[src/rtl/mw_writeback.sv]
// Writeback stage: decodes the MEM/WB instruction and arbitrates the single register-file
// write port between the pipeline and a 2-entry multdiv pending-write buffer.
module mw_writeback #(
    parameter int STARVE_LIMIT = 4
) (
    input  logic        clk,
    input  logic        clear,
    input  logic [31:0] o_in,
    input  logic [31:0] d_in,
    input  logic [31:0] ir_in,
    input  logic        md_valid,
    input  logic [4:0]  md_rd,
    input  logic [31:0] md_result,
    output logic        md_ready,
    output logic        ctrl_writeEnable,
    output logic [4:0]  ctrl_writeReg,
    output logic [31:0] data_writeReg,
    output logic        stall_out,
    output logic [1:0]  pend_count,
    output logic [4:0]  pend_rd0,
    output logic [4:0]  pend_rd1
);

    typedef enum logic [1:0] {SRC_NONE, SRC_HEAD, SRC_PIPE, SRC_MD} src_e;

    logic [1:0]  vld_q, vld_d, live_q, live_d;
    logic [4:0]  rd_q [2];
    logic [4:0]  rd_d [2];
    logic [31:0] data_q [2];
    logic [31:0] data_d [2];
    logic [3:0]  cnt_q, cnt_d;

    logic        pipe_we, pw, head_live, acc_keep, pop;
    logic [4:0]  pipe_rd;
    logic [31:0] pipe_data;
    logic [1:0]  occ;
    src_e        src;

    // NOTE: every always_comb output gets a default first so no path leaves it unassigned (no latch).
    always_comb begin
        pipe_we   = 1'b0;
        pipe_rd   = ir_in[26:22];
        pipe_data = o_in;
        case (ir_in[31:27])
            5'b00000, 5'b00101: pipe_we = 1'b1;
            5'b01000: begin
                pipe_we   = 1'b1;
                pipe_data = d_in;
            end
            5'b00011: begin
                pipe_we = 1'b1;
                pipe_rd = 5'd31;
            end
            5'b10101: begin
                pipe_we   = 1'b1;
                pipe_rd   = 5'd30;
                pipe_data = {5'b0, ir_in[26:0]};
            end
            default: ;
        endcase
        pw = pipe_we && (pipe_rd != 5'd0);
    end

    // In-order FIFO: an entry in slot 1 always implies an entry in slot 0.
    assign occ       = vld_q[1] ? 2'd2 : (vld_q[0] ? 2'd1 : 2'd0);
    assign head_live = vld_q[0] && live_q[0];
    assign md_ready  = clear && (occ != 2'd2);
    assign acc_keep  = md_valid && md_ready && (md_rd != 5'd0);
    assign stall_out = clear && (cnt_q >= 4'(STARVE_LIMIT));

    always_comb begin
        src = SRC_NONE;
        if (clear) begin
            if (stall_out && head_live)  src = SRC_HEAD;
            else if (pw && !stall_out)   src = SRC_PIPE;
            else if (head_live)          src = SRC_HEAD;
            else if (occ == 2'd0 && acc_keep) src = SRC_MD;
        end
        pop = vld_q[0] && (src == SRC_HEAD || !live_q[0]);

        ctrl_writeEnable = 1'b0;
        ctrl_writeReg    = 5'd0;
        data_writeReg    = 32'd0;
        case (src)
            SRC_HEAD: begin
                ctrl_writeEnable = 1'b1;
                ctrl_writeReg    = rd_q[0];
                data_writeReg    = data_q[0];
            end
            SRC_PIPE: begin
                ctrl_writeEnable = 1'b1;
                ctrl_writeReg    = pipe_rd;
                data_writeReg    = pipe_data;
            end
            SRC_MD: begin
                ctrl_writeEnable = 1'b1;
                ctrl_writeReg    = md_rd;
                data_writeReg    = md_result;
            end
            default: ;
        endcase
    end

    always_comb begin
        vld_d  = vld_q;
        live_d = live_q;
        rd_d   = rd_q;
        data_d = data_q;

        // A pipeline write supersedes older buffered results to the same register.
        if (src == SRC_PIPE) begin
            for (int i = 0; i < 2; i++) begin
                if (vld_q[i] && live_q[i] && rd_q[i] == pipe_rd) live_d[i] = 1'b0;
            end
        end

        if (pop) begin
            vld_d[0]  = vld_d[1];
            live_d[0] = live_d[1];
            rd_d[0]   = rd_q[1];
            data_d[0] = data_q[1];
            vld_d[1]  = 1'b0;
            live_d[1] = 1'b0;
        end

        if (acc_keep && src != SRC_MD) begin
            if (!vld_d[0]) begin
                vld_d[0]  = 1'b1;
                live_d[0] = 1'b1;
                rd_d[0]   = md_rd;
                data_d[0] = md_result;
            end else begin
                vld_d[1]  = 1'b1;
                live_d[1] = 1'b1;
                rd_d[1]   = md_rd;
                data_d[1] = md_result;
            end
        end

        cnt_d = cnt_q;
        if (occ == 2'd0 || pop) cnt_d = 4'd0;
        else if (head_live)     cnt_d = cnt_q + 4'd1;
    end

    // NOTE: sequential state uses non-blocking assignments so all flops update from pre-edge values.
    always_ff @(posedge clk) begin
        if (!clear) begin
            vld_q  <= '0;
            live_q <= '0;
            cnt_q  <= '0;
        end else begin
            vld_q  <= vld_d;
            live_q <= live_d;
            cnt_q  <= cnt_d;
        end
    end

    // NOTE: buffer payload is not reset; it is never observed unless its valid bit is set.
    always_ff @(posedge clk) begin
        rd_q   <= rd_d;
        data_q <= data_d;
    end

    assign pend_count = clear ? (2'(head_live) + 2'(vld_q[1] && live_q[1])) : 2'd0;
    assign pend_rd0   = (clear && head_live) ? rd_q[0] : 5'd0;
    assign pend_rd1   = (clear && vld_q[1] && live_q[1]) ? rd_q[1] : 5'd0;

endmodule
[config.mk]
export PLATFORM = sky130hd
export DESIGN_NAME = mw_writeback
export DESIGN_NICKNAME = d
export VERILOG_FILES = /design/src/rtl/mw_writeback.sv
export SDC_FILE = /design/constraint.sdc
export NUM_CORES = 1
export LEC_CHECK = 0
export ABC_AREA = 1
export ABC_CLOCK_PERIOD_IN_PS = 10600
export CORE_MARGIN = 2
export CORE_UTILIZATION = 49
export DETAILED_ROUTE_END_ITERATION = 16
export PLACE_DENSITY = 0.88
export RECOVER_POWER = 100
export SETUP_SLACK_MARGIN = 0.2
export SLEW_MARGIN = 20
export SYNTH_ARGS = -nofsm -noshare
export SYNTH_HDL_FRONTEND = slang
export SYNTH_SLANG_ARGS = --single-unit
[constraint.sdc]
create_clock -name clk -period 10.6 [get_ports clk]
set_input_delay 1.06 -clock clk [delete_from_list [all_inputs] [get_ports clk]]
set_output_delay 1.06 -clock clk [all_outputs]
set_load 0.005 [all_outputs]
[Yosys cells after proc, flatten, opt, wreduce, memory -nomap -nowiden]
Index checks and enable logic that the tools add are counted.
Widths: inputs -> output; s select.
Word-level totals
  bits in registers: 82
  bits of input ports: 136
Cells by class
  bitwise logic cells: 1
  multiplexer cells: 34
  reduce and logical (&&, ||, !) cells: 29
  equality and inequality tests: 11
  $lt $le $gt $ge: 1
  add/sub/neg operators: 2
Operators with widths (count)
  $mux 32: 3
  $pmux 32 s3: 1
  $mux 64: 1
  $pmux 32 s2: 1
  $mux 5: 5
  $mux 2: 12
  $logic_and 1x1->1: 17
  $pmux 5 s3: 1
  $eq 5x5->1: 2
  $mux 10: 1
  $pmux 5 s2: 1
  $reduce_bool 5->1: 2
  $mux 1: 8
  $eq 5x2->1 const B: 1
  $eq 5x3->1 const B: 1
  $eq 5x4->1 const B: 1
  $eq 5x5->1 const B: 1
  $logic_not 5->1: 1
  $reduce_or 5->1: 1
  $add 4x1->4 const B: 1
  $eq 2x2->1 const B: 2
  $ge 4x3->1 const B: 1
  $ne 2x2->1 const B: 2
  $reduce_or 3->1: 1
  8 further kinds: 10

[Longest topological paths before layout]
  word-level depth: 18
  mapped depth: 17
  depth with buffers taken out: 16

[Worst setup path before layout]
No wires, ideal clock.
  kind: input-to-reg
  start: in ir_in[31]
  end: reg data_q[0] (netlist bit), enable pin
  arrival time: 3.815 ns
  required time: 10.169 ns
  library setup time: 0.431 ns
  slack: 6.353 ns
  cell stages on the path: 13
  cell sequence: buf_2 inv_2 nand3_1 nand2_1 inv_1 nand2_1 nand3_2 nand4_2 nand2_1 nand2_1 nand2_2 clkbuf_1 nor2_1
On the way
  cells in the longest elaborated chain, start to end: 13
  elaborated cells on any way between the ends: 21
  those cells by class: eq/ne: 6; mux: 6; reduce/logical: 9
Ends and longest elaborated chain
  from (decl): line 10  | input logic [31:0] ir_in,
  $eq 5x5->1 (tied with other cells): line 44  | case (ir_in[31:27])
  $pmux 5 s2 or $reduce_or 5->1 (tied branches)
  $reduce_bool 5->1 or $mux 1 (tied branches): line 61, 44
  $logic_and 1x1->1 (*): line 61  | pw = pipe_we && (pipe_rd != 5'd0);
  $logic_and 1x1->1 (*): line 75  | else if (pw && !stall_out) src = SRC_PIPE;
  $mux 2 (*): line 75
  $mux 2 (*): line 74  | if (stall_out && head_live) src = SRC_HEAD;
  $mux 2 (*): line 73  | if (clear) begin
  $eq 2x1->1: line 79  | pop = vld_q[0] && (src == SRC_HEAD || !live_q[0]);
  $logic_or 1x1->1: line 79
  $logic_and 1x1->1: line 79
  $mux 2: line 117  | if (pop) begin
  $reduce_and 2->1 (no line) (*)
  to (signal assigned): line 161  | data_q <= data_d;
  to (decl): line 29  | logic [31:0] data_q [2];
Every way passes the cells marked *; elsewhere a longest branch is shown, timed or not.
A chain may end at the register's enable or synchronous reset.

[Final worst setup path]
  start: in ir_in[28]
  end: out ctrl_writeReg[3]
On the way
  cells in the longest elaborated chain, start to end: 10
  elaborated cells on any way between the ends: 18
  those cells by class: eq/ne: 7; mux: 6; reduce/logical: 5
Ends and longest elaborated chain
  $eq 5x5->1 (tied with other cells): line 44
  $pmux 5 s2 or $reduce_or 5->1 (tied branches)
  $reduce_bool 5->1 or $mux 1 (tied branches): line 61, 44
  $logic_and 1x1->1: line 61
  $logic_and 1x1->1: line 75
  $mux 2: line 75
  $mux 2: line 74
  $mux 2: line 73
  $eq 2x2->1 or $eq 2x1->1 (tied branches): line 84  | case (src)
  $pmux 5 s3 (*): line 84
  to (decl): line 16  | output logic [4:0] ctrl_writeReg,
Marked as above.

==> flow_metrics.env <==
export IMPL_yosys_register_bits=82
export IMPL_crit_type="input port to primary output"
export IMPL_ir_drop_uv=61.6
export IMPL_root_buffer="clkbuf_8"
export IMPL_relSlewSlack_pct=-38.2
export IMPL_drt_first_iter_violations=354
export IMPL_routabilityCongestion=0.893
export IMPL_finalNonFillerCells=1040
export IMPL_required_ns=9.54
export IMPL_fin_setup_tns_ns=0
export IMPL_clkLatencyLatePin_ns=0.35
export IMPL_stdcell_area_um2=7080
export IMPL_clock_skew_ns=0.0119
export IMPL_postCtsSetupRepairBufs=0
export IMPL_critPathMaxFanout=30
export IMPL_p_per_area_nw_per_um2=113
export IMPL_cts_max_path_buffers=2
export IMPL_synth_cells=740
export IMPL_grt_overflow=0
export IMPL_core_rowCount=36
export IMPL_clock_sinks=82
export IMPL_min_to="cnt_q[1]"
export IMPL_tightest_slew_ns=2.07
export IMPL_hold_viol_final=0
export IMPL_h_tree_depth=3
export IMPL_status="finished with violations"
export IMPL_leakage_nw=3.24
export IMPL_netlist_area_um2=5010
export IMPL_crit_slowest_cell="nor2_1"
export IMPL_place_ws_ns=4.20
export IMPL_area_growth_pct=41.2
export IMPL_hp_class="register to register"
export IMPL_postRouteAntennaNets=0
export IMPL_grt_use_total_pct=29.8
export IMPL_ys_types=31
export IMPL_rrSetupSlack_ns=5.68
export IMPL_dp_cells=1024
export IMPL_syn_nets=878
export IMPL_cp_common_cell="nand2_1"
export IMPL_cts_buffers=9
export IMPL_drc=0
export IMPL_ys_seq_area_share_pct=40.1
export IMPL_synthArstFlopShare_pct=0
export IMPL_initial_core_util_pct=50.8
export IMPL_worstPathCellList="dlygate4sd3_1 -> nor2_1 -> nand3_1 -> nand2_1 -> inv_1 -> nand2_1 -> nand3_1 -> nand2_1 -> inv_1 -> nand3_1 -> clkinv_1 -> nand2_1 -> o221ai_1 -> dlygate4sd3_1"
export IMPL_synth_ff_type="dfxtp_1"
export IMPL_die_area_um2=11100
export IMPL_grt_max_degree=68
export IMPL_hold_buffers=0
export IMPL_cts_resized=0
export IMPL_grt_pass1_wl_mm=26.2
export IMPL_start_kind="input port"
export IMPL_hold_depth=2
export IMPL_rsz0062_at_grt="no"
export IMPL_nNetsFinal=1040
export IMPL_critical_path_arrival_ns=6.98
export IMPL_min_period_ns=8.04
export IMPL_fp_dieH_um=105
export IMPL_layout_commonest_cell="nand2_1"
export IMPL_place_area_um2=6940
export IMPL_place_port_buffers=187
export IMPL_min_delay_start="cnt_q[1]"
export IMPL_vias=5639
export IMPL_synth_edf_count=37
export IMPL_syn_area_per_cell_um2=6.77
export IMPL_reg2regPathDepth=11
export IMPL_die_x_um=105
export IMPL_n_fill_cell=822
export IMPL_cts_tree="built"
export IMPL_wl_per_cell_um=15.6
export IMPL_first_global_vias=5425
export IMPL_maxSlewViolCount=139
export IMPL_fin_ws_ns=2.56
export IMPL_period_share_pct=75.9
export IMPL_vias_per_cell=5.42
export IMPL_dr_pass1_iters=5
export IMPL_io_pins=188
export IMPL_yosys_warnings=0
export IMPL_worstSetupEndpointType="primary output"
export IMPL_cp_top_family="simple AND/OR/NAND/NOR gates"
export IMPL_drt_total_wl_mm=16.2
export IMPL_drive_above_1_share_pct=3.20
export IMPL_max_stage_delay_ns=1.31
export IMPL_hpwl_mm=11.4
export IMPL_diodes=0
export IMPL_antenna_found_initial=0
export IMPL_violations="capacitance limit, slew limit"
export IMPL_maxCapViolations=3
export IMPL_worst_r2r_endpoint="rd_q[9]"
export IMPL_timing_critical_path_buf_inv=5
export IMPL_core_area_um2=9860
export IMPL_most_common_layout_cells="nand2_1, clkdlybuf4s50_1, dlygate4sd3_1"
export IMPL_r2r_start="vld_q[1]"
export IMPL_clk_pin_slew_ns=0.09
export IMPL_finalSetupViolCount=0
export IMPL_power_mw=0.798
export IMPL_max_freq_ghz=0.124
==> flip-flops by register name, indices dropped and copies added (netlist names) <==
register,count
cnt_q,4
vld_q,2
live_q,2
data_q,64
rd_q,10
==> power breakdown <==
part	switching [mW]	leakage, nW	internal, mW
Combinational	0.0901	2.43	0.0890
Sequential	0.0143	0.708	0.357
Clock	0.114	0.0987	0.133
Total	0.219	3.24	0.579
==> per-stage QoR <==
stage                     hold WS [ns]  utilization [%]
after floorplan                  0.456                -
after global placement           0.474             69.7
after detailed placement         0.477             70.3
after CTS                        0.490             72.5
after global routing             0.524             71.8
final                            0.489             71.8
==> routing by layer <==
metal / part of all wire (%) / wire length (um) / GRT usage, % / up-vias
met4: 2.3 / 380 / 11.4 / 0
met5: 0 / 0 / 0 / -
met3: 10 / 1690 / 6.43 / 27
li1: - / - / - / 2761
met1: 39 / 6380 / 37.2 / 2530
met2: 48 / 7750 / 50.1 / 321
==> kinds of logic (layout without fill, tap and decap cells) <==
| kind of cell | count (synthesis) | after routing | synth area share (%) |
|---|---|---|---|
| AOI/OAI and AO/OA | 88 | 88 | 10.9 |
| buffers and inverters | 120 | 287 | 10.1 |
| DFF | 82 | 82 | 40.1 |
| and+or+nand+nor | 446 | 446 | 38.0 |
| xor gates and xnor gates | 2 | 2 | 0.350 |
| adders and majority gates | 2 | 2 | 0.499 |
==> worst reg2reg max path, cell delays in order, from the launching register on <==
cell     delay [ns]
dfxtp_1        0.36
inv_2          0.09
and3_1         0.17
nand3_1        0.14
a21oi_1        0.18
nand2_1        0.11
inv_1          0.09
nand3_1        0.97
nand2_1        0.65
inv_4          0.14
nand2_1        1.50
o21ai_0        0.31
==> worst max-delay path by stage <==
stage	startpoint	end	slack [ns]	cells after the start
final	ir_in[28]	ctrl_writeReg[3]	2.56	14
after global routing	ir_in[28]	ctrl_writeReg[3]	2.03	14
after CTS	ir_in[28]	ctrl_writeReg[3]	4.21	14
after detailed placement	ir_in[28]	ctrl_writeReg[3]	4.20	14
after global placement	ir_in[28]	ctrl_writeReg[3]	4.27	14
after floorplan	ir_in[31]	data_q[0]	6.35	13
==> cells in the mapped netlist (10+ instances only) <==
master / n / area share [%]
dfxtp_1: 45 / 18
edfxtp_1: 37 / 22
nor2_1: 31 / 2.3
clkbuf_1: 20 / 1.5
o211ai_1: 21 / 3.1
inv_1: 70 / 5.2
nand4_1: 30 / 3.7
nand3_1: 72 / 7.2
buf_2: 17 / 1.7
o21ai_0: 13 / 1.3
o21ai_1: 27 / 2.7
a21oi_1: 10 / 1.0
nand2_1: 299 / 22
o221ai_1: 10 / 1.7
==> final cells by class <==
cell class / instances / area, um^2 / share of cell area [%]
Clock buffer: 10 / 128 / 1.80
Timing Repair Buffer: 193 / 1930 / 27.3
Clock inverter: 6 / 91.3 / 1.29
Sequential cell: 82 / 2010 / 28.4
Multi-Input combinational cell: 538 / 2450 / 34.7
Inverter: 78 / 295 / 4.17
Tap cell: 133 / 166 / 2.35
Power figures use the tool's default switching activity.
